<file path="config.mk">
export PLATFORM = sky130hd
export DESIGN_NAME = id_ex_alu_issue
export DESIGN_NICKNAME = d
export VERILOG_FILES = /design/src/rtl/mips_alu_pkg.sv /design/src/rtl/id_ex_alu_issue_decode.sv /design/src/rtl/id_ex_alu_issue.sv
export SDC_FILE = /design/constraint.sdc
export NUM_CORES = 1
export LEC_CHECK = 0
export ABC_CLOCK_PERIOD_IN_PS = 5700
export BUFFER_PORTS_ARGS = -buffer_cell sky130_fd_sc_hd__buf_2
export CORE_MARGIN = 3
export CORE_UTILIZATION = 50
export CTS_BUF_LIST = sky130_fd_sc_hd__clkbuf_2 sky130_fd_sc_hd__clkbuf_4 sky130_fd_sc_hd__clkbuf_8
export DETAILED_ROUTE_END_ITERATION = 10
export PLACE_DENSITY_LB_ADDON = 0.05
export SLEW_MARGIN = 15
export SYNTH_ARGS = -nofsm -noshare
export SYNTH_HDL_FRONTEND = slang
export SYNTH_HIERARCHICAL = 1
export SYNTH_SLANG_ARGS = --single-unit
</file>
<file path="constraint.sdc">
create_clock -name clk -period 5.7 [get_ports clk]
set_input_delay 0.285 -clock clk [delete_from_list [all_inputs] [get_ports clk]]
set_output_delay 0.285 -clock clk [all_outputs]
set_load 0.01 [all_outputs]
</file>
<file path="src/rtl/mips_alu_pkg.sv">
// Shared ALU opcode, instruction field and ID/EX control definitions
// for the MIPS ID->EX issue slice.
package mips_alu_pkg;

  localparam logic [3:0] ALU_ADD = 4'b0000;
  localparam logic [3:0] ALU_SUB = 4'b0001;
  localparam logic [3:0] ALU_AND = 4'b0010;
  localparam logic [3:0] ALU_OR  = 4'b0011;
  localparam logic [3:0] ALU_XOR = 4'b0100;
  localparam logic [3:0] ALU_SLT = 4'b0101;

  localparam logic [5:0] OP_RTYPE = 6'h00;
  localparam logic [5:0] OP_BEQ   = 6'h04;
  localparam logic [5:0] OP_ADDI  = 6'h08;
  localparam logic [5:0] OP_ADDIU = 6'h09;
  localparam logic [5:0] OP_SLTI  = 6'h0A;
  localparam logic [5:0] OP_ANDI  = 6'h0C;
  localparam logic [5:0] OP_ORI   = 6'h0D;
  localparam logic [5:0] OP_XORI  = 6'h0E;
  localparam logic [5:0] OP_LW    = 6'h23;
  localparam logic [5:0] OP_SW    = 6'h2B;

  localparam logic [5:0] FN_ADD  = 6'h20;
  localparam logic [5:0] FN_ADDU = 6'h21;
  localparam logic [5:0] FN_SUB  = 6'h22;
  localparam logic [5:0] FN_SUBU = 6'h23;
  localparam logic [5:0] FN_AND  = 6'h24;
  localparam logic [5:0] FN_OR   = 6'h25;
  localparam logic [5:0] FN_XOR  = 6'h26;
  localparam logic [5:0] FN_SLT  = 6'h2A;

  typedef struct packed {
    logic       valid;
    logic [3:0] alu_op;
    logic       use_imm;
    logic       regwrite;
    logic       memread;
    logic       memwrite;
    logic [4:0] dst;
    logic [4:0] rs;
    logic [4:0] rt;
  } id_ex_t;

endpackage

</file>
<file path="src/rtl/id_ex_alu_issue_decode.sv">
// Combinational opcode/funct decode into ALU op and pipeline controls.
// Unrecognised encodings come out as a write-free ADD.
module alu_op_decode
  import mips_alu_pkg::*;
(
  input  logic [5:0] opcode,
  input  logic [5:0] funct,
  output logic [3:0] alu_op,
  output logic       use_imm,
  output logic       zext,
  output logic       regwrite,
  output logic       memread,
  output logic       memwrite,
  output logic       dst_sel
);

  always_comb begin
    alu_op   = ALU_ADD;
    use_imm  = 1'b0;
    zext     = 1'b0;
    regwrite = 1'b0;
    memread  = 1'b0;
    memwrite = 1'b0;
    dst_sel  = (opcode == OP_RTYPE);
    unique case (1'b1)
      (opcode == OP_RTYPE): begin
        unique case (1'b1)
          (funct == FN_ADD),
          (funct == FN_ADDU): begin
            alu_op   = ALU_ADD;
            regwrite = 1'b1;
          end
          (funct == FN_SUB),
          (funct == FN_SUBU): begin
            alu_op   = ALU_SUB;
            regwrite = 1'b1;
          end
          (funct == FN_AND): begin
            alu_op   = ALU_AND;
            regwrite = 1'b1;
          end
          (funct == FN_OR): begin
            alu_op   = ALU_OR;
            regwrite = 1'b1;
          end
          (funct == FN_XOR): begin
            alu_op   = ALU_XOR;
            regwrite = 1'b1;
          end
          (funct == FN_SLT): begin
            alu_op   = ALU_SLT;
            regwrite = 1'b1;
          end
          default: ;
        endcase
      end
      (opcode == OP_ADDI),
      (opcode == OP_ADDIU): begin
        use_imm  = 1'b1;
        regwrite = 1'b1;
      end
      (opcode == OP_SLTI): begin
        alu_op   = ALU_SLT;
        use_imm  = 1'b1;
        regwrite = 1'b1;
      end
      (opcode == OP_ANDI): begin
        alu_op   = ALU_AND;
        use_imm  = 1'b1;
        zext     = 1'b1;
        regwrite = 1'b1;
      end
      (opcode == OP_ORI): begin
        alu_op   = ALU_OR;
        use_imm  = 1'b1;
        zext     = 1'b1;
        regwrite = 1'b1;
      end
      (opcode == OP_XORI): begin
        alu_op   = ALU_XOR;
        use_imm  = 1'b1;
        zext     = 1'b1;
        regwrite = 1'b1;
      end
      (opcode == OP_LW): begin
        use_imm  = 1'b1;
        regwrite = 1'b1;
        memread  = 1'b1;
      end
      (opcode == OP_SW): begin
        use_imm  = 1'b1;
        memwrite = 1'b1;
      end
      (opcode == OP_BEQ): begin
        alu_op = ALU_SUB;
      end
      default: ;
    endcase
  end

endmodule

</file>
<file path="src/rtl/id_ex_alu_issue.sv">
// ID->EX issue stage: decode, load-use stall, flush, ID/EX register,
// EX-side operand forwarding and a saturating stall-event counter.
module id_ex_alu_issue
  import mips_alu_pkg::*;
#(
  parameter int DATA_W      = 32,
  parameter int STALL_CNT_W = 16
) (
  input  logic                   clk,
  input  logic                   rst_n,
  input  logic                   id_valid,
  output logic                   id_ready,
  input  logic [5:0]             id_opcode,
  input  logic [5:0]             id_funct,
  input  logic [4:0]             id_rs,
  input  logic [4:0]             id_rt,
  input  logic [4:0]             id_rd,
  input  logic [DATA_W-1:0]      id_rs_data,
  input  logic [DATA_W-1:0]      id_rt_data,
  input  logic [15:0]            id_imm16,
  input  logic                   flush,
  input  logic                   exmem_regwrite,
  input  logic [4:0]             exmem_rd,
  input  logic [DATA_W-1:0]      exmem_result,
  input  logic                   memwb_regwrite,
  input  logic [4:0]             memwb_rd,
  input  logic [DATA_W-1:0]      memwb_wdata,
  output logic [DATA_W-1:0]      alu_data1,
  output logic [DATA_W-1:0]      alu_data2,
  output logic [3:0]             alu_op,
  output logic                   ex_valid,
  output logic [4:0]             ex_dst,
  output logic                   ex_regwrite,
  output logic                   ex_memread,
  output logic                   ex_memwrite,
  output logic [DATA_W-1:0]      ex_store_data,
  output logic [STALL_CNT_W-1:0] stall_count
);

  logic [3:0]        dec_op;
  logic              dec_imm;
  logic              dec_zext;
  logic              dec_rw;
  logic              dec_mr;
  logic              dec_mw;
  logic              dec_dsel;
  logic              hazard;
  logic              bubble;
  logic [4:0]        nxt_dst;
  logic [DATA_W-1:0] nxt_imm;
  id_ex_t            nxt;
  id_ex_t            ex_q;
  logic [DATA_W-1:0] rs_q;
  logic [DATA_W-1:0] rt_q;
  logic [DATA_W-1:0] imm_q;
  logic [DATA_W-1:0] fwd_rs;
  logic [DATA_W-1:0] fwd_rt;

  alu_op_decode u_dec (
    .opcode   (id_opcode),
    .funct    (id_funct),
    .alu_op   (dec_op),
    .use_imm  (dec_imm),
    .zext     (dec_zext),
    .regwrite (dec_rw),
    .memread  (dec_mr),
    .memwrite (dec_mw),
    .dst_sel  (dec_dsel)
  );

  assign hazard = id_valid && ex_q.valid
               && ex_q.memread && (ex_q.dst != 5'd0)
               && ((ex_q.dst == id_rs)
                || (ex_q.dst == id_rt));

  // A flushed ID instruction is consumed even if it would have stalled.
  assign id_ready = flush || !hazard;
  assign bubble   = flush || hazard || !id_valid;

  assign nxt_dst = dec_dsel ? id_rd : id_rt;
  assign nxt_imm = dec_zext
    ? {{(DATA_W-16){1'b0}}, id_imm16}
    : {{(DATA_W-16){id_imm16[15]}}, id_imm16};

  always_comb begin
    nxt          = '0;
    nxt.valid    = 1'b1;
    nxt.alu_op   = dec_op;
    nxt.use_imm  = dec_imm;
    nxt.regwrite = dec_rw && (nxt_dst != 5'd0);
    nxt.memread  = dec_mr;
    nxt.memwrite = dec_mw;
    nxt.dst      = nxt_dst;
    nxt.rs       = id_rs;
    nxt.rt       = id_rt;
  end

  always_ff @(posedge clk or negedge rst_n) begin
    if (!rst_n) begin
      ex_q  <= '0;
      rs_q  <= '0;
      rt_q  <= '0;
      imm_q <= '0;
    end else if (bubble) begin
      ex_q  <= '0;
      rs_q  <= '0;
      rt_q  <= '0;
      imm_q <= '0;
    end else begin
      ex_q  <= nxt;
      rs_q  <= id_rs_data;
      rt_q  <= id_rt_data;
      imm_q <= nxt_imm;
    end
  end

  always_ff @(posedge clk or negedge rst_n) begin
    if (!rst_n)
      stall_count <= '0;
    else if (hazard && !flush && (stall_count != '1))
      stall_count <= stall_count + 1'b1;
  end

  always_comb begin
    fwd_rs = rs_q;
    if (exmem_regwrite && exmem_rd == ex_q.rs
        && ex_q.rs != 5'd0)
      fwd_rs = exmem_result;
    else if (memwb_regwrite && memwb_rd == ex_q.rs
             && ex_q.rs != 5'd0)
      fwd_rs = memwb_wdata;
  end

  always_comb begin
    fwd_rt = rt_q;
    if (exmem_regwrite && exmem_rd == ex_q.rt
        && ex_q.rt != 5'd0)
      fwd_rt = exmem_result;
    else if (memwb_regwrite && memwb_rd == ex_q.rt
             && ex_q.rt != 5'd0)
      fwd_rt = memwb_wdata;
  end

  assign alu_data1     = fwd_rs;
  assign alu_data2     = ex_q.use_imm ? imm_q : fwd_rt;
  assign ex_store_data = fwd_rt;
  assign alu_op        = ex_q.alu_op;
  assign ex_valid      = ex_q.valid;
  assign ex_dst        = ex_q.dst;
  assign ex_regwrite   = ex_q.regwrite;
  assign ex_memread    = ex_q.memread;
  assign ex_memwrite   = ex_q.memwrite;

endmodule

</file>
== After elaboration in Yosys (flattened, before gate mapping) ==
Index checks and enable logic that the tools add are counted.
W data, S select, Z words.

* Bits in registers: 136
* Output and inout port bits: 126
* Logic and storage cells: 89
* Input port bits: 187

* Reductions and logical operators: 32
* Add/subtract/negate cells: 1
* Muxes and demuxes: 19
* Equal/unequal tests: 24

{| class="wikitable"
|+ Operators by type and width
! cell !! number
|-
| $mux W32 || 9
|-
| $eq A6 B6 Y1 const B || 10
|-
| $eq A6 B4 Y1 const B || 6
|-
| $eq A5 B5 Y1 || 6
|-
| $mux W24 || 1
|-
| $reduce_bool A5 Y1 || 4
|-
| $pmux W3 S6 || 1
|-
| $add A16 B1 Y16 const B || 1
|-
| $ne A16 B16 Y1 const B || 1
|-
| $reduce_or A8 Y1 || 2
|-
| $logic_and A1 B1 Y1 || 15
|-
| $pmux W3 S5 || 1
|-
| $reduce_or A7 Y1 || 1
|-
| $eq A6 B3 Y1 const B || 1
|-
| $logic_not A6 Y1 || 1
|-
| $mux W1 || 5
|-
| $mux W5 || 1
|-
| $logic_or A1 B1 Y1 || 4
|-
| $logic_not A1 Y1 || 3
|-
| $reduce_or A3 Y1 || 1
|-
| $pmux W1 S2 || 1
|-
| $reduce_or A2 Y1 || 1
|}

== Depth between registers and ports, before layout ==
Gate-level depths: netlist (run 1).

* Depth in word-level cells: 7
* Gate-level depth with buffers: 8
* Mapped depth without buffers: 7

== Modules after synthesis ==
The synthesis (run 1) kept the hierarchy.

{| class="wikitable"
|+ By module, submodules not included
! module !! cells each !! seq. area each (um^2) !! area each (um^2) !! times used
|-
| id_ex_alu_issue || 628 || 3,027.9 || 6,321.1 || 1
|-
| alu_op_decode || 41 || 0.0 || 261.5 || 1
|}

== Worst setup path before layout (run 1) ==
No wires, ideal clock.

* Path type: reg-to-output
* Start: register ex_q[1] (netlist bit)
* End: output alu_data2[10]
* Buffers on the path: 2
* Arrival time: 1.996 ns
* Setup slack: 3.419 ns
* Cell stages (with the launch flop): 9
* Required time: 5.415 ns
* Path through: dfrtp_1 > or4_4 > nor2_4 > nor3_1 > buf_6 > buf_6 > mux2i_1 > a21oi_1 > mux2_2

* Cells in the longest elaborated chain, start to end: 6
* Elaborated cells between the ends (all ways): 10
* Classes of those cells: 2 x eq/ne; 3 x mux; 5 x reduce/logical

{| class="wikitable"
|+ Ends and longest elaborated chain
! what !! RTL line !! text
|-
| start, declared || id_ex_alu_issue.sv:52 || <nowiki>id_ex_t ex_q;</nowiki>
|-
| start signal, assigned || id_ex_alu_issue.sv:110 || <nowiki>ex_q <= nxt;</nowiki>
|-
| $eq A5 B5 Y1 || id_ex_alu_issue.sv:139 || <nowiki>else if (memwb_regwrite && memwb_rd == ex_q.rt</nowiki>
|-
| $logic_and A1 B1 Y1 || id_ex_alu_issue.sv:139 ||
|-
| $logic_and A1 B1 Y1 || id_ex_alu_issue.sv:140 || <nowiki>&& ex_q.rt != 5'd0)</nowiki>
|-
| $mux W32 || id_ex_alu_issue.sv:139 ||
|-
| $mux W32 * || id_ex_alu_issue.sv:136 || <nowiki>if (exmem_regwrite && exmem_rd == ex_q.rt</nowiki>
|-
| named net ex_store_data[10] || id_ex_alu_issue.sv:36 || <nowiki>output logic [DATA_W-1:0] ex_store_data,</nowiki>
|-
| $mux W32 * || id_ex_alu_issue.sv:145 || <nowiki>assign alu_data2 = ex_q.use_imm ? imm_q : fwd_rt;</nowiki>
|-
| end, declared || id_ex_alu_issue.sv:29 || <nowiki>output logic [DATA_W-1:0] alu_data2,</nowiki>
|}

Mark *: on every way through the listed nets, which the timed path passes. The rest lies on a longest branch.

== Worst setup path after layout (run 1) ==
* Start: register ex_q[1] (netlist bit)
* End: output alu_data2[10]

* Cells in the longest elaborated chain, start to end: 6
* Elaborated cells between the ends (all ways): 10
* Classes of those cells: 2 x eq/ne; 3 x mux; 5 x reduce/logical

{| class="wikitable"
|+ Ends and longest elaborated chain
! what !! RTL line
|-
| $eq A5 B5 Y1 || id_ex_alu_issue.sv:139
|-
| $logic_and A1 B1 Y1 || id_ex_alu_issue.sv:139
|-
| $logic_and A1 B1 Y1 || id_ex_alu_issue.sv:140
|-
| $mux W32 || id_ex_alu_issue.sv:139
|-
| $mux W32 * || id_ex_alu_issue.sv:136
|-
| $mux W32 * || id_ex_alu_issue.sv:145
|}

Every way passes the cells marked *; elsewhere a longest branch is shown, timed or not.

==> impl_metrics.py, run 1 <==
metrics = {
    "worst_setup_path": {
        "path_max_fanout": 48,
        "cp.arrival_ns": 2.93,
        "worstSetupStartpoint": "ex_q[1]",
        "path_cells": "or4_4, nor2_4, or3_2, a21oi_1, mux2_2, buf_2",
        "path_delay_family": "simple AND/OR/NAND/NOR gates",
        "critical_path_depth": 6,
        "r2r-end": "rt_q[20]",
        "critPathBufInv": 1,
        "worst-setup-path-type": "flop to primary output",
        "cpMaxStageDelayCell": "or3_2",
        "critical_path_required_ns": 5.41,
        "r2r_start": "ex_dst[1]",
        "setup.worst_path.start_class": "flop",
        "r2r_slack_ns": 3.05,
        "crit_end": "alu_data2[10]",
        "reg2reg_depth": 5,
        "endpoint_kind": "primary output",
        "max_stage_delay_ns": 0.72,
    },
    "grt": {
        "gr-total-overflow": 0,
        "grt_max_degree": 86,
        "grt_pass1_vias": 5894,
        "grt_usage_pct": 27.5,
        "grt_pass1_wl_mm": 30.9,
        "antenna_found_initial": 9,
    },
    "power": {
        "peakVddDrop_mv": 0.138,
        "cellPowerDensity_mw_per_mm2": 229,
        "power.leakage_uw": 0.00439,
    },
    "layout": {
        "finalInstanceArea_mm2": 0.00860,
        "drive_gt1_share_pct": 38.9,
        "nets": 1143,
        "fin_util_pct": 67.6,
        "layout.cells.non_filler": 1145,
        "fillerInstances": 1097,
        "area_growth_pct": 30.7,
    },
    "sta": {
        "tns_ns": 0,
        "max_slew_margin_pct": 21.8,
        "finalHoldViolCount": 0,
        "rsz0062_at_grt": "no",
        "setup_viol": 0,
        "tightest_slew_ns": 1.17,
        "layout_setup_ws_ns": 2.48,
        "skew_ns": 0.00970,
        "min_period_over_period_pct": 56.4,
        "fmax_mhz": 311,
        "final_max_slew_viol_count": 0,
        "min_period_ns": 3.22,
    },
    "min_path": {
        "hp-start": "id_rt_data[5]",
        "hold_path.class": "primary input to flop",
    },
    "synthesis": {
        "yosys.area.top_type_share_pct": 46.0,
        "synth_edf_count": 0,
        "synth_area_mm2": 0.00658,
        "synthCells": 669,
        "seq_area_frac_synth_pct": 46.0,
        "ys_seq_elements": 121,
        "yosys_warnings": 6,
        "yosys-top-cells-count": "dfrtp_1, and2_1, nor2_1",
        "syn_nets": 857,
        "ys.flop_type": "dfrtp_1",
        "synth_most_common_cell": "dfrtp_1",
        "synthDistinctLibCells": 50,
        "yosysTopAreaCell": "dfrtp_1",
        "yosys-top-cells-area": "dfrtp_1, and2_1, mux2i_1",
        "async_reset_ff_share_pct": 100,
        "synth_area_per_cell_um2": 9.84,
    },
    "drt": {
        "via_per_inst": 5.23,
        "post-route-drc-count": 0,
        "drtPass1Iterations": 4,
        "wl_per_cell_um": 18.0,
        "vias": 5987,
        "drtIter0Drc": 235,
        "drt_wl_total_mm": 20.6,
        "ant_nets": 0,
    },
    "cts": {
        "clock_latency_ns": 0.43,
        "cts_num_sinks": 121,
        "cts_made_buffers": 17,
        "cts_hold_buf": 1,
        "tritoncts": "built",
        "postCtsSetupRepairBufs": 0,
        "clk_pin_slew_ns": 0.07,
        "cts.repair.resized": 0,
        "htreeDepth": 4,
        "clk_path_buf_depth": 2,
        "clock-root-buffer": "clkbuf_8",
    },
    "placement": {
        "dpl_cell_area_mm2": 0.00817,
        "gp_congestion": 1.00,
        "portBuffers": 312,
        "pre_cts_ws_ns": 2.91,
        "hpwl_mm": 15.7,
        "dp_cells": 1107,
    },
    "die": {
        "rows": 41,
        "core_mm2": 0.0127,
        "num_io_pins": 313,
        "fp.dieW_um": 121,
        "start_util_pct": 51.7,
        "dieArea_mm2": 0.0146,
        "chipHeight_um": 121,
    },
    "run_status": {
        "status": "complete, no violations",
    },
    "flow_run": {
        "cap_violations": 0,
    },
}
-- worst reg2reg max path, cell delays in order (launching register included) --
cell and delay [ns]:
dfrtp_1 0.43, or4_1 0.58, o2111a_1 0.32, nor2b_4 0.38, buf_4 0.60, and2_1 0.26
-- power breakdown --
| group | leakage [µW] | total (µW) | switching [µW] | internal (µW) |
|---|---|---|---|---|
| Sequential | 0.00163 | 898 | 12.0 | 886 |
| Clock | 0.000213 | 790 | 326 | 464 |
| Combinational | 0.00254 | 282 | 150 | 131 |
| Total | 0.00439 | 1970 | 488 | 1480 |
-- cells by family (layout without fill, tap and decap cells) --
logic type	count (synthesis)	after routing	synth area share (%)
compound gates	95	95	8.93
xor+xnor	45	45	5.99
fa+ha+maj	1	1	0.190
buf+inv	55	353	4.26
flops	121	121	46.0
mux	71	71	11.1
other cells	1	7	0.0570
simple gates	280	280	23.5
-- worst min-delay path by stage --
stage	cells past startpoint	to	slack [ns]
2_1_floorplan	0	alu_op[0]	-0.01
3_3_place_gp	1	rt_q[23]	0.38
3_5_place_dp	1	rt_q[23]	0.38
4_1_cts	2	rs_q[18]	0.03
5_1_grt	2	rs_q[26]	0.03
6_report	2	rt_q[5]	0.05
-- through the flow --
stage	hold slack [ns]	total power [µW]
after global placement	0.378	1190
after global routing	0.0281	2050
after CTS	0.0282	1990
after floorplan	-0.0106	1040
final	0.0538	1970
after detailed placement	0.380	1200
-- sequential cells by signal, indices dropped and copies added, names as in the netlist --
register     cells
rs_q            32
rt_q            32
imm_q           17
stall_count     16
ex_q            11
ex_dst           5
alu_op           4
ex_memread       1
ex_memwrite      1
ex_regwrite      1
ex_valid         1
-- placed cells by master, fill, tap and decap left out, types with 3 or more instances in the layout --
master	synthesis	routed
buf_4	10	7
o31ai_1	17	17
dfrtp_1	121	121
bufinv_16	0	3
clkbuf_8	0	19
diode_2	0	6
mux2_2	17	17
xnor2_1	38	38
clkbuf_4	0	3
nand3_1	8	8
clkinv_2	0	5
and3_1	9	9
o22ai_1	3	3
mux2i_1	54	54
or4_1	3	3
and2_1	98	98
nor2_1	55	55
o21ai_0	32	32
nand4_1	10	10
nor3_1	5	3
inv_1	3	3
xor2_1	7	7
nand2_1	46	46
a211oi_1	16	16
a21oi_1	18	18
buf_2	12	311
nor2b_1	27	27
-- layout make-up --
cell class / instances / area, µm² / area share (%)
diodes: 6 / 15.0 / 0.175
clock buffers: 22 / 284 / 3.30
clock inverters: 9 / 123 / 1.43
inverters: 3 / 11.3 / 0.131
multi-input cells: 493 / 3310 / 38.5
flip-flops and latches: 121 / 3030 / 35.2
well taps: 172 / 215 / 2.50
repair buffers: 319 / 1620 / 18.8
-- per-layer routing --
metal  vias up  share of wire, %  global-route usage, %
li1       2851                 -                      -
met1      2849                38                   31.7
met2       239                51                   47.5
met3        42               8.1                   8.75
met4         6               2.6                   11.3
met5         -              0.16                      0
Power figures use the tool's default switching activity.
==> run 2: changes to the inputs <==
--- a/config.mk
+++ b/config.mk
@@ -5,10 +5,10 @@
 export SDC_FILE = /design/constraint.sdc
 export NUM_CORES = 1
 export LEC_CHECK = 0
-export ABC_CLOCK_PERIOD_IN_PS = 5700
+export ABC_CLOCK_PERIOD_IN_PS = 3200
 export BUFFER_PORTS_ARGS = -buffer_cell sky130_fd_sc_hd__buf_2
 export CORE_MARGIN = 3
-export CORE_UTILIZATION = 50
+export CORE_UTILIZATION = 48
 export CTS_BUF_LIST = sky130_fd_sc_hd__clkbuf_2 sky130_fd_sc_hd__clkbuf_4 sky130_fd_sc_hd__clkbuf_8
 export DETAILED_ROUTE_END_ITERATION = 10
 export PLACE_DENSITY_LB_ADDON = 0.05
==> constraint.sdc (replaced) <==
create_clock -name clk -period 3.2 [get_ports clk]
set_input_delay 0.16 -clock clk [delete_from_list [all_inputs] [get_ports clk]]
set_output_delay 0.16 -clock clk [all_outputs]
set_load 0.01 [all_outputs]
==> run 2 against run 1 <==
Against the previous run:
- sequential share of layout area shrank 3.6 points
- total power grew 82%
- register-to-register slack lost 2.1 ns
- die area grew 4.0%
- combinational power grew 110%
- routed wire length grew 4.5%
- sequential cell count is the same
- global-route usage grew 0.38 points
- largest cell class unchanged
==> impl_metrics.py, run 2 (synthesis gave the netlist of run 1 again) <==
metrics = {
    "sta": {
        "finalHoldViolCount": 0,
        "skew_ns": 0.0105,
        "max_slew_margin_pct": 44.5,
        "tightest_slew_ns": 0.832,
        "rsz0062_at_grt": "no",
        "final_max_slew_viol_count": 0,
        "min_period_ns": 2.97,
        "setup_viol": 0,
        "tns_ns": 0,
        "min_period_over_period_pct": 92.8,
        "fmax_mhz": 337,
    },
    "cts": {
        "clock_latency_ns": 0.43,
        "tritoncts": "built",
        "htreeDepth": 4,
        "cts_num_sinks": 121,
        "clock-root-buffer": "clkbuf_8",
        "clk_path_buf_depth": 2,
        "cts_made_buffers": 17,
        "clk_pin_slew_ns": 0.07,
    },
    "worst_setup_path": {
        "worst-setup-path-type": "flop to primary output",
        "path_delay_family": "simple AND/OR/NAND/NOR gates",
        "critical_path_required_ns": 3.04,
        "setup.worst_path.start_class": "flop",
        "r2r-end": "rt_q[26]",
        "endpoint_kind": "primary output",
        "path_max_fanout": 32,
        "path_cells": "or4_1, nor2_1, nor4_4, buf_4, mux2i_1, o21ai_0, buf_2",
        "r2r_start": "ex_dst[1]",
        "cpMaxStageDelayCell": "or4_1",
        "reg2reg_depth": 5,
        "worstSetupStartpoint": "ex_q[6]",
        "max_stage_delay_ns": 0.52,
        "critPathBufInv": 2,
        "critical_path_depth": 7,
        "r2r_slack_ns": 0.98,
        "cp.arrival_ns": 2.81,
        "crit_end": "alu_data1[21]",
    },
    "placement": {
        "gp_congestion": 0.916,
        "dp_cells": 1115,
        "hpwl_mm": 15.4,
        "portBuffers": 312,
        "dpl_cell_area_mm2": 0.00822,
    },
    "layout": {
        "mostFrequentLayoutCell": "buf_2",
        "drive_gt1_share_pct": 35.9,
        "final_cell_mix": "buf_2, dfrtp_1, and2_1",
        "nets": 1239,
        "reg_top3": "rs_q: 32 flops, rt_q: 32 flops, imm_q: 17 flops",
        "area_growth_pct": 45.4,
        "finalInstanceArea_mm2": 0.00957,
        "layout.cells.non_filler": 1243,
    },
    "die": {
        "chipHeight_um": 123,
        "rows": 42,
        "core_mm2": 0.0133,
        "dieArea_mm2": 0.0152,
        "num_io_pins": 313,
        "start_util_pct": 49.3,
        "fp.dieW_um": 123,
    },
    "drt": {
        "via_per_inst": 5.14,
        "drtIter0Drc": 314,
        "drt_wl_total_mm": 21.5,
        "vias": 6386,
        "wl_per_cell_um": 17.3,
        "ant_nets": 0,
        "drtPass1Iterations": 4,
        "post-route-drc-count": 0,
    },
    "grt": {
        "grt_pass1_vias": 6465,
        "grt_max_degree": 66,
        "antenna_found_initial": 3,
        "grt_pass1_wl_mm": 32.8,
        "grt_usage_pct": 27.9,
        "gr-total-overflow": 0,
    },
    "min_path": {
        "hold_path.class": "primary input to flop",
        "hold_path_depth": 2,
    },
    "run_status": {
        "status": "complete, no violations",
    },
    "power": {
        "p_sw_uw": 983,
        "power.leakage_uw": 0.00478,
        "combPwrFrac_pct": 16.9,
        "internal_power_uw": 2590,
        "peakVddDrop_mv": 0.223,
        "p_seq_share_pct": 44.7,
        "cellPowerDensity_mw_per_mm2": 374,
        "clkPwrFrac_pct": 38.4,
        "switching_share_pct": 27.5,
        "power.total_uw": 3580,
    },
    "flow_run": {
        "cap_violations": 0,
    },
}
[run 2: cell count changes in the layout (fill, tap and decap cells not counted), sizes merged, moves of 4 or more]
cell         before  now
dlygate4sd3       1   92
clkinvlp          1    6
buf             318  323
clkbuf           22   17
inv               3    9
clkinv            5    1
[run 2: per-layer routing]
metal | track usage [%] | routed length (µm) | part of all wire, %
met1 | 33.1 | 8210 | 38
met2 | 48.7 | 11000 | 51
met3 | 5.44 | 1540 | 7.2
met4 | 13.5 | 690 | 3.2
met5 | 0 | 0 | 0
[run 2: worst register-to-register path, cell delays in order (launching register included)]
cell	delay [ns]
dfrtp_1	0.44
or4_1	0.58
o2111a_1	0.32
nor2b_4	0.13
buf_4	0.44
and2_1	0.24
[run 2: timing repair]
item	4_1_cts	5_1_grt
gates resized for setup	1	2
endpoints found under the hold margin	155	0
pin swaps	1	0
setup endpoints to repair	44	5
setup buffers	1	0
hold buffers	92	0
[run 2: worst min-delay path by stage]
stage | from | end | slack (ns)
global route | id_rd[3] | ex_dst[3] | 0.02
CTS | id_rt[0] | ex_q[0] | 0.0007
global placement | rst_n | rs_q[25] | 0.30
floorplan | rst_n | alu_op[0] | -0.14
detailed placement | rst_n | rs_q[25] | 0.30
finish | id_rt[0] | ex_q[0] | 0.04
[run 2: metrics by stage]
| stage | setup slack, ns | hold WS (ns) | utilization [%] |
|---|---|---|---|
| after global placement | 0.150 | 0.297 | 61.6 |
| after detailed placement | 0.0458 | 0.304 | 61.6 |
| final | 0.230 | 0.0371 | 71.7 |
| after floorplan | 1.04 | -0.136 | - |
| after global routing | 0.0924 | 0.0197 | 71.7 |
| after CTS | 0.0720 | 0.000704 | 71.6 |
[run 2: area by class of cell]
type,instances,area [µm²]
clock inverters,15,166
inverters,3,11.3
repair buffers,415,2580
flip-flops and latches,121,3030
clock buffers,17,234
multi-input cells,493,3320
diodes,3,7.51
well taps,176,220
fillers,1028,3780
[run 2: power by group through the flow]
stage / registers, µW / clock network (µW) / logic (µW)
2_1_floorplan: 1620 / 0 / 231
6_report: 1600 / 1370 / 604
3_3_place_gp: 1630 / 0 / 497
3_5_place_dp: 1630 / 0 / 507
4_1_cts: 1600 / 1410 / 602
5_1_grt: 1600 / 1460 / 659
==> run 3: changes to the inputs <==
--- a/config.mk
+++ b/config.mk
@@ -7,10 +7,10 @@
 export LEC_CHECK = 0
 export ABC_CLOCK_PERIOD_IN_PS = 3200
 export BUFFER_PORTS_ARGS = -buffer_cell sky130_fd_sc_hd__buf_2
-export CORE_MARGIN = 3
-export CORE_UTILIZATION = 48
+export CORE_AREA = 2 2 121 123
 export CTS_BUF_LIST = sky130_fd_sc_hd__clkbuf_2 sky130_fd_sc_hd__clkbuf_4 sky130_fd_sc_hd__clkbuf_8
 export DETAILED_ROUTE_END_ITERATION = 10
+export DIE_AREA = 0 0 123 125
 export PLACE_DENSITY_LB_ADDON = 0.05
 export SLEW_MARGIN = 15
 export SYNTH_ARGS = -nofsm -noshare
==> run 3 against run 2 <==
Against the previous run:
- final cell count is 0.97% higher
- routed wire length is 3.4% lower
- register-to-register slack worse by 0.13 ns
- maximum frequency is 2.0% lower
- hold slack better by 0.076 ns
- core utilization is 3.9 points lower
- die area is 1.5% higher
- first-iteration DRC count is 28% higher
- largest power group unchanged
==> impl_metrics.py, run 3 (synthesis gave the netlist of run 1 again) <==
metrics = {
    "grt": {
        "gr-total-overflow": 0,
        "grt_usage_pct": 27.2,
        "grt_pass1_vias": 6454,
        "grt_pass1_wl_mm": 32.0,
        "grt_max_degree": 62,
        "antenna_found_initial": 2,
    },
    "power": {
        "power.leakage_uw": 0.00483,
        "cellPowerDensity_mw_per_mm2": 366,
        "peakVddDrop_mv": 0.266,
    },
    "cts": {
        "clk_path_buf_depth": 2,
        "htreeDepth": 4,
        "tritoncts": "built",
        "cts_num_sinks": 121,
        "clock-root-buffer": "clkbuf_8",
        "clock_latency_ns": 0.43,
        "cts_made_buffers": 17,
        "clk_pin_slew_ns": 0.07,
    },
    "sta": {
        "final_max_slew_viol_count": 0,
        "max_slew_margin_pct": 46.6,
        "skew_ns": 0.00786,
        "finalHoldViolCount": 0,
        "tightest_slew_ns": 0.801,
        "tns_ns": 0,
        "setup_viol": 0,
        "min_period_over_period_pct": 94.7,
        "rsz0062_at_grt": "no",
        "min_period_ns": 3.03,
        "fmax_mhz": 330,
    },
    "placement": {
        "hpwl_mm": 15.0,
        "portBuffers": 312,
        "dpl_cell_area_mm2": 0.00826,
        "gp_congestion": 0.905,
        "dp_cells": 1125,
    },
    "layout": {
        "seq_area_mm2": 0.00303,
        "reg_top3": "rs_q: 32 flops, rt_q: 32 flops, imm_q: 17 flops",
        "drive_gt1_share_pct": 35.9,
        "area_growth_pct": 46.2,
        "multi_input_area_mm2": 0.00331,
        "finalInstanceArea_mm2": 0.00962,
        "layout.cells.non_filler": 1255,
        "nets": 1246,
        "mostFrequentLayoutCell": "buf_2",
        "fillerInstances": 1137,
        "final_cell_mix": "buf_2, dfrtp_1, and2_1",
    },
    "worst_setup_path": {
        "worst-setup-path-type": "flop to primary output",
        "path_cells": "or4_4, nor2_4, or3_2, buf_4, nor2_1, o31ai_1, buf_2",
        "r2r_slack_ns": 0.85,
        "critPathBufInv": 2,
        "path_max_fanout": 16,
        "cp.arrival_ns": 2.87,
        "path_delay_family": "simple AND/OR/NAND/NOR gates",
        "setup.worst_path.start_class": "flop",
        "max_stage_delay_ns": 0.57,
        "r2r_start": "ex_dst[1]",
        "r2r-end": "rs_q[19]",
        "endpoint_kind": "primary output",
        "reg2reg_depth": 5,
        "critical_path_required_ns": 3.04,
        "cpMaxStageDelayCell": "or4_4",
    },
    "flow_run": {
        "cap_violations": 0,
    },
    "drt": {
        "wl_per_cell_um": 16.5,
        "ant_nets": 0,
        "drtPass1Iterations": 5,
        "via_per_inst": 5.07,
        "drt_wl_total_mm": 20.8,
        "drtIter0Drc": 403,
        "post-route-drc-count": 0,
        "vias": 6367,
    },
    "die": {
        "core_mm2": 0.0142,
        "num_io_pins": 313,
        "start_util_pct": 46.3,
        "rows": 44,
        "fp.dieW_um": 123,
        "dieArea_mm2": 0.0154,
        "chipHeight_um": 125,
    },
    "min_path": {
        "hold_path_depth": 3,
        "hold_path.class": "primary input to flop",
        "hp-start": "id_opcode[4]",
        "whs_endpoint": "ex_memwrite",
    },
    "run_status": {
        "status": "complete, no violations",
    },
}
run 3: cell types whose count changed in the layout (fill, tap and decap cells not counted), moves of 2 or more:
cell	change
inv_6	-6
dlygate4sd3_1	+4
clkinv_2	+8
buf_4	+3
clkbuf_8	+3
clkinvlp_4	-6
diode_2	-2
run 3: final cells by class:
type / instances / share of cell area, %
antenna: 1 / 0.0260
clock buffer: 21 / 2.94
clock inverter: 10 / 1.04
inverter: 3 / 0.117
multi-input combinational: 493 / 34.4
sequential: 121 / 31.5
tap: 184 / 2.39
timing repair buffer: 422 / 27.6
run 3: how the worst max path moves through the flow:
stage	from	cells after the start	endpoint	slack [ns]
3_5_place_dp	ex_q[2]	8	alu_data2[11]	0.20
4_1_cts	ex_q[7]	7	alu_data1[11]	0.14
5_1_grt	ex_q[1]	8	alu_data2[4]	0.06
3_3_place_gp	ex_q[0]	8	alu_data2[0]	0.24
2_1_floorplan	ex_q[1]	8	alu_data2[10]	1.04
6_report	ex_q[1]	7	alu_data2[28]	0.17
run 3: worst min-delay path, delay by kind of cell:
family	cells	cell delay (ns)
simple gates	2	0.20
buf+inv	1	0.15
run 3: routing by layer:
layer | GRT usage, % | up-vias | part of all wire [%]
li1 | - | 3044 | -
met4 | 11.9 | 2 | 3.2
met1 | 30.4 | 2969 | 38
met3 | 6.25 | 57 | 6.6
met5 | 0 | - | 0.058
met2 | 48.8 | 295 | 52
run 3: through the flow:
stage               hold WS, ns  utilization [%]  setup slack, ns  power [µW]
global route             0.0972             67.8           0.0603        3700
floorplan                -0.136                -             1.04        1850
detailed placement        0.296             58.1            0.200        2130
finish                    0.113             67.8            0.170        3520
CTS                      0.0713             67.7            0.139        3550
global placement          0.291             58.1            0.245        2120
run 3: repair_timing:
action | CTS | global route
pin swaps | 2 | 0
hold buffers | 96 | 0
resized for setup | 1 | 1
setup buffers | 2 | 0
setup endpoints to repair | 49 | 1
hold endpoints to repair | 155 | 0
run 3: where the power goes:
group | switching [µW] | internal (µW)
registers | 23.9 | 1580
logic | 288 | 316
clock network | 570 | 746
